**src/rtl/mux_serializer_pkg.sv**
```systemverilog
// Shared types and constants for the mux-based parallel-to-serial converter.
package mux_pkg;

    typedef enum logic [1:0] {
        IDLE,
        SHIFT,
        DONE
    } ser_state_t;

    localparam int MUX_W = 8;

endpackage

```
**src/rtl/mux_serializer_if.sv**
```systemverilog
// Parallel-in / serial-out handshake bundle; master drives, slave (the serializer) responds.
interface mux_serializer_if #(
    parameter int W = mux_pkg::MUX_W
) ();

    localparam int SW = $clog2(W);

    logic [W-1:0]  in_data;
    logic          in_valid;
    logic          in_ready;
    logic          abort;
    logic          ser_out;
    logic          ser_valid;
    logic          ser_ready;
    logic [SW-1:0] ss;
    logic          busy;
    logic          done;

    modport master (
        output in_data, in_valid, abort, ser_ready,
        input  in_ready, ser_out, ser_valid, ss, busy, done
    );

    modport slave (
        input  in_data, in_valid, abort, ser_ready,
        output in_ready, ser_out, ser_valid, ss, busy, done
    );

endinterface

```
**src/rtl/mux_serializer_muxn.sv**
```systemverilog
// W-to-1 bit selector: y = x[ss].
module muxn
    import mux_pkg::*;
#(
    parameter  int W  = MUX_W,
    localparam int SW = $clog2(W)
) (
    input  logic [W-1:0]  x,
    input  logic [SW-1:0] ss,
    output logic          y
);

    always_comb begin
        y = 1'b0;
        for (int unsigned i = 0; i < W; i++) begin
            if (ss == SW'(i)) begin
                y = x[i];
            end
        end
    end

endmodule

```
**src/rtl/mux_serializer.sv**
```systemverilog
// Captures a W-bit word and emits it LSB first, one bit per accepted ser_ready.
module mux_serializer
    import mux_pkg::*;
#(
    parameter int W = MUX_W
) (
    input  logic                clk,
    input  logic                rst_n,
    mux_serializer_if.slave     bus
);

    localparam int SW = $clog2(W);
    localparam logic [SW-1:0] LAST = SW'(W - 1);

    ser_state_t    state;
    logic [SW-1:0] ss;
    logic [W-1:0]  x_q;
    logic          mux_y;

    muxn #(.W(W)) u_muxn (
        .x  (x_q),
        .ss (ss),
        .y  (mux_y)
    );

    // abort outranks every transition, including an accept in IDLE
    always_ff @(posedge clk or negedge rst_n) begin
        if (!rst_n) begin
            state <= IDLE;
            ss    <= '0;
            x_q   <= '0;
        end else if (bus.abort) begin
            state <= IDLE;
            ss    <= '0;
        end else begin
            case (state)
                IDLE: begin
                    if (bus.in_valid) begin
                        x_q   <= bus.in_data;
                        ss    <= '0;
                        state <= SHIFT;
                    end
                end
                SHIFT: begin
                    if (bus.ser_ready) begin
                        if (ss == LAST) begin
                            ss    <= '0;
                            state <= DONE;
                        end else begin
                            ss <= ss + SW'(1);
                        end
                    end
                end
                DONE:    state <= IDLE;
                default: state <= IDLE;
            endcase
        end
    end

    // Outputs decode the registered state only, so they settle right after the edge.
    assign bus.in_ready  = (state == IDLE);
    assign bus.ser_valid = (state == SHIFT);
    assign bus.busy      = (state != IDLE);
    assign bus.done      = (state == DONE);
    assign bus.ss        = ss;
    assign bus.ser_out   = (state == SHIFT) & mux_y;

endmodule

```
**src/flat_wrapper.sv**
```systemverilog
// flat-port wrapper written by rule: the top's interface ports become plain ports
module mux_serializer_flat import mux_pkg::*;
#(
    parameter int W = MUX_W
)
  (clk, rst_n, bus_in_data, bus_in_valid, bus_abort, bus_ser_ready, bus_in_ready, bus_ser_out, bus_ser_valid, bus_ss, bus_busy, bus_done);
  mux_serializer_if #(.W(W)) bus_i ();
  input  logic clk;
  input  logic rst_n;
  input wire logic [$bits(bus_i.in_data)-1:0] bus_in_data;
  input wire logic [$bits(bus_i.in_valid)-1:0] bus_in_valid;
  input wire logic [$bits(bus_i.abort)-1:0] bus_abort;
  input wire logic [$bits(bus_i.ser_ready)-1:0] bus_ser_ready;
  output wire logic [$bits(bus_i.in_ready)-1:0] bus_in_ready;
  output wire logic [$bits(bus_i.ser_out)-1:0] bus_ser_out;
  output wire logic [$bits(bus_i.ser_valid)-1:0] bus_ser_valid;
  output wire logic [$bits(bus_i.ss)-1:0] bus_ss;
  output wire logic [$bits(bus_i.busy)-1:0] bus_busy;
  output wire logic [$bits(bus_i.done)-1:0] bus_done;
  assign bus_i.in_data = bus_in_data;
  assign bus_i.in_valid = bus_in_valid;
  assign bus_i.abort = bus_abort;
  assign bus_i.ser_ready = bus_ser_ready;
  assign bus_in_ready = bus_i.in_ready;
  assign bus_ser_out = bus_i.ser_out;
  assign bus_ser_valid = bus_i.ser_valid;
  assign bus_ss = bus_i.ss;
  assign bus_busy = bus_i.busy;
  assign bus_done = bus_i.done;
  mux_serializer #(.W(W)) u_core (.clk(clk), .rst_n(rst_n), .bus(bus_i));
endmodule
```
**config.mk**
```make
export PLATFORM = sky130hd
export DESIGN_NAME = mux_serializer_flat
export DESIGN_NICKNAME = d
export VERILOG_FILES = /design/src/rtl/mux_serializer_pkg.sv /design/src/rtl/mux_serializer_if.sv /design/src/rtl/mux_serializer_muxn.sv /design/src/rtl/mux_serializer.sv /design/src/flat_wrapper.sv
export SDC_FILE = /design/constraint.sdc
export NUM_CORES = 1
export LEC_CHECK = 0
export CAP_MARGIN = 10
export CORE_MARGIN = 5
export CORE_UTILIZATION = 41
export CTS_CLUSTER_SIZE = 14
export DETAILED_ROUTE_END_ITERATION = 10
export PLACE_DENSITY = 0.73
export REMOVE_ABC_BUFFERS = 1
export SKIP_CTS_REPAIR_TIMING = 1
export SLEW_MARGIN = 20
export SYNTH_ARGS = -nofsm -noshare
export SYNTH_HDL_FRONTEND = slang
export SYNTH_SLANG_ARGS = --single-unit
export TNS_END_PERCENT = 100
```
**constraint.sdc**
```tcl
create_clock -name clk -period 1.9 [get_ports clk]
set_clock_uncertainty 0.1 [all_clocks]
set_input_delay 0.285 -clock clk [delete_from_list [all_inputs] [get_ports clk]]
set_output_delay 0.285 -clock clk [all_outputs]
set_load 0.05 [all_outputs]
```
# Word level (Yosys, flattened, before mapping)
# Index checks and enable logic that the tools add are counted.
# word_totals
latch_bits	0
elab_cells	43
register_bits	13
mem_count	0
output_inout_bits	8
in_bits	13
ramBits	0
romBits	0
# op_classes
n_div	0
reduce_logical	7
n_bitwise	2
shifts	0
muxes	18
n_eq_ne	12
n_addsub	1
magnitude_cmp	0
multipliers	0
# op_table
operator	count
$eq A3 B3 Y1 const B	4
$mux W3	4
$reduce_and A3 Y1	3
$mux W1	8
$mux W2	4
$eq A3 B2 Y1 const B	2
$ne A3 B3 Y1 const B	2
$pmux W3 S2	1
$pmux W2 S2	1
$add A3 B1 Y3 const B	1
$eq A3 B1 Y1 const B	1
$logic_not A3 Y1	1
$ne A3 B2 Y1 const B	1
$reduce_bool A3 Y1	1
$eq A2 B1 Y1 const B	1
$eq A2 B2 Y1 const B	1
$logic_not A2 Y1	1
$reduce_bool A2 Y1	1
$and A1 B1 Y1	1
$not A1 Y1	1

# Logic depth before layout (Yosys ltp)
# depth
ltp_word	10
ltp_mapped	6
mapped_depth_nobuf	6

# Cells and area by module
# Synthesis repeated with hierarchy kept, for this count alone.
# hier_totals
cells_unflattened	49
hier_area_um2	661.9
# by_module_without_submodules
mod	area_per_inst_um2	seq_area_each_um2	n_inst	cells_per_inst
mux_serializer	598.1	325.3	1	46
muxn	63.8	0.0	1	3

# Worst setup path before layout
# No wires, ideal clock.
# synth_timing
kind	flip-flop to output port
start	reg u_core.ss[0] (netlist: u_core.bus.ss[0])
end	out bus_ser_out
stages_incl_launch_ff	7
setup_slack_ns	-1.364
t_arrival_ns	2.879
required_ns	1.515
path_cell_list	dfrtp_1 inv_1 ha_1 nand2_1 nor2_1 or4_1 o32ai_1
# synth_via
elab_chain_cells	10
# synth_rtl
item	line	text
start, declared	mux_serializer.sv:16	logic [SW-1:0] ss;
start signal, assigned	mux_serializer.sv:50	ss <= ss + SW'(1);
$logic_not A3 Y1	mux_serializer_muxn.sv:16	if (ss == SW'(i)) begin
$mux W1 (7 in series)	mux_serializer_muxn.sv:16	
$mux W1 *	mux_serializer_muxn.sv:16	
$and A1 B1 Y1 *	mux_serializer.sv:66	assign bus.ser_out = (state == SHIFT) & mux_y;
end, declared	flat_wrapper.sv:15	output wire logic [$bits(bus_i.ser_out)-1:0] bus_ser_out;
# Every way passes the cells marked *; elsewhere a longest branch is shown, timed or not.

# Final worst setup path
# layout_timing
start	reg u_core.ss[1] (netlist: u_core.bus.ss[1])
end	out bus_ser_out
# The elaborated chain is that of the path after synthesis.

==> flow_summary.json <==
{
  "status": "finished with violations",
  "violations": "setup timing",
  "slew_viol_final": 0,
  "firstDrtPassIters": 4,
  "final_antenna_net_count": 0,
  "critical_path_arrival_ns": 2.20,
  "cap_violations": 0,
  "synthMuxAreaShare_pct": 13.5,
  "io_pins": 21,
  "grt_setup_unrepaired": "true",
  "timing.slew.headroom_pct": 59.4,
  "cts-root-buf": "clkbuf_4",
  "total_leakage_power_nw": 0.520,
  "num_antenna_cells": 0,
  "start_kind": "flip-flop",
  "avgRoutedWirePerCell_microns": 14.1,
  "vdd_drop_max_mv": 0.519,
  "worst-slew-pin-transition_ns": 0.607,
  "dpl_worst_slack_ns": -0.397,
  "synth_fa_ha_area_share_pct": 10.3,
  "ys_ff_latch": 13,
  "synthTopCellsByArea": "dfrtp_1 (44%), mux2_2 (11%), ha_1 (10%)",
  "post-route-min-period_ns": 2.58,
  "yosysTopAreaCell": "dfrtp_1",
  "die_h_microns": 52.3,
  "h-tree-depth": 1,
  "worstSkewPairLatency_ns": 0.28,
  "holdWs_ns": 0.278,
  "grt_pass1_wl_microns": 2880,
  "cts_buffers": 3,
  "ys_seq_area_share_pct": 44.4,
  "dieArea_sq_um": 2730,
  "final-setup-viol-count": 1,
  "vias_per_cell": 5.05,
  "drc": 0,
  "synth.cell_area_sq_um": 732,
  "layout_worst_path_cycle_share_pct": 136,
  "critPathKind": "reg -> out",
  "first_iter_violations": 9,
  "synth_area_per_cell_sq_um": 10.6,
  "antenna_found_initial": 0,
  "cts_buffer_depth": 2,
  "p_per_area_nw_per_um2": 617,
  "synth_warnings": 0,
  "dp_hpwl_microns": 1340,
  "hold_class": "in -> async",
  "fmax_mhz": 388,
  "routed_wl_microns": 1860,
  "hold_viol_final": 0,
  "io_buffers": 20,
  "worst_slack_ns": -0.680,
  "crit_start": "u_core.bus.ss[1]$_DFFE_PN0P_",
  "cts_tree": "built",
  "num_vias": 667,
  "num_rows": 15,
  "layout_commonest_cell": "buf_4",
  "grt_pass1_vias": 669,
  "cp_max_fo": 2,
  "clk_pin_slew_ns": 0.08,
  "critPathRequiredTime_ns": 1.51,
  "die_w_microns": 52.3,
  "r2r_start": "u_core.state[0]$_DFFE_PN0P_",
  "grt_max_degree": 14,
  "area_delta_synth_final_pct": 64.4,
  "clock-sinks": 13,
  "grtUsageTotal_pct": 14.3,
  "synth_cell_types": 23,
  "core_area_sq_um": 1710,
  "layout-drive-gt1-share_pct": 43.9,
  "synth_xor_area_share_pct": 0,
  "synthSimpleGateAreaFrac_pct": 18.3,
  "yosys.area.top_type_share_pct": 44.4,
  "grt_overflow": 0,
  "start_util_pct": 42.9,
  "reg2reg_slack_ns": 0.16,
  "synth_cells": 69,
  "final_cell_mix": "buf_4 (16), dfrtp_1 (13), clkdlybuf4s50_1 (12)",
  "fin_nets": 127,
  "synth_compound_area_share_pct": 10.4,
  "globalplace.congestion": 0.741,
  "critPathCaptureType": "primary output",
  "synth_top_family_by_area": "simple AND/OR/NAND/NOR gates"
}
[registers in the layout, indices dropped and copies added, names as in the netlist]
register / flops
u_core.x_q: 8
u_core.state: 2
u_core.bus.ss: 3
[final cells by class]
cell class	count	area (sq um)
multi-input combinational	50	444
timing repair buffer	34	352
sequential	13	325
inverter	6	25.0
clock buffer	4	26.3
tap	25	31.3
fill	120	504
[metrics by stage]
stage	util, %	instance area, sq um	total power, mW	setup TNS [ns]	cells
2_1_floorplan	-	732	0.444	-1.36	69
3_3_place_gp	65.1	1110	0.548	-0.371	128
3_5_place_dp	65.1	1110	0.553	-0.397	128
4_1_cts	66.6	1140	0.734	-0.736	132
5_1_grt	70.5	1200	0.779	-0.721	132
6_report	70.5	1200	0.743	-0.680	132
[cells in the mapped netlist, drive strengths merged]
master	n
nor2b	1
or4	1
nand2b	1
or2	1
o32ai	1
nand2	6
nand3	2
dfrtp	13
nor2	4
and2b	1
a21oi	3
inv	6
o21bai	1
o21ai	4
a31o	1
nor3	4
mux2	7
nor3b	2
ha	6
mux2i	2
a211oi	1
a2111oi	1
[logic make-up (layout without fill, tap and decap cells)]
kind of cell               count (synthesis)  in the layout
AOI/OAI and AO/OA                         12             12
adders and majority gates                  6              6
buffers and inverters                      6             44
DFF                                       13             13
muxes                                      9              9
and+or+nand+nor                           23             23
[critical path, stage by stage, from the launching register on]
cell and delay [ns]:
dfrtp_1 0.41, ha_2 0.21, ha_1 0.21, a2111oi_1 0.51, or4_4 0.22, o32ai_2 0.07, buf_4 0.15, buf_12 0.14
[routing by layer]
| metal | part of all wire (%) | wire (microns) | track usage [%] |
|---|---|---|---|
| met1 | 42 | 778 | 17.4 |
| met2 | 52 | 963 | 24.9 |
| met3 | 4.1 | 76 | 1.71 |
| met4 | 2.0 | 37 | 6.38 |
| met5 | 0 | 0 | 0 |
[report_power, final]
group          total, mW  internal [mW]  switching, mW  leakage [nW]
Sequential         0.333          0.312         0.0207         0.162
Combinational      0.233          0.126          0.106         0.342
Clock              0.177         0.0816         0.0955        0.0150
Total              0.743          0.520          0.223         0.520
[final timing paths]
path,endpoint,depth (start not counted)
worst max-delay path,bus_ser_out,7
worst min-delay path,u_core.x_q[2]$_DFFE_PN0P_,1
worst max register to register,u_core.x_q[5]$_DFFE_PN0P_,5
worst min register to register,u_core.x_q[5]$_DFFE_PN0P_,1
max in group asynchronous,u_core.bus.ss[0]$_DFFE_PN0P_,1
min in group clk,u_core.x_q[5]$_DFFE_PN0P_,1
(Power assumes the default switching activity.)
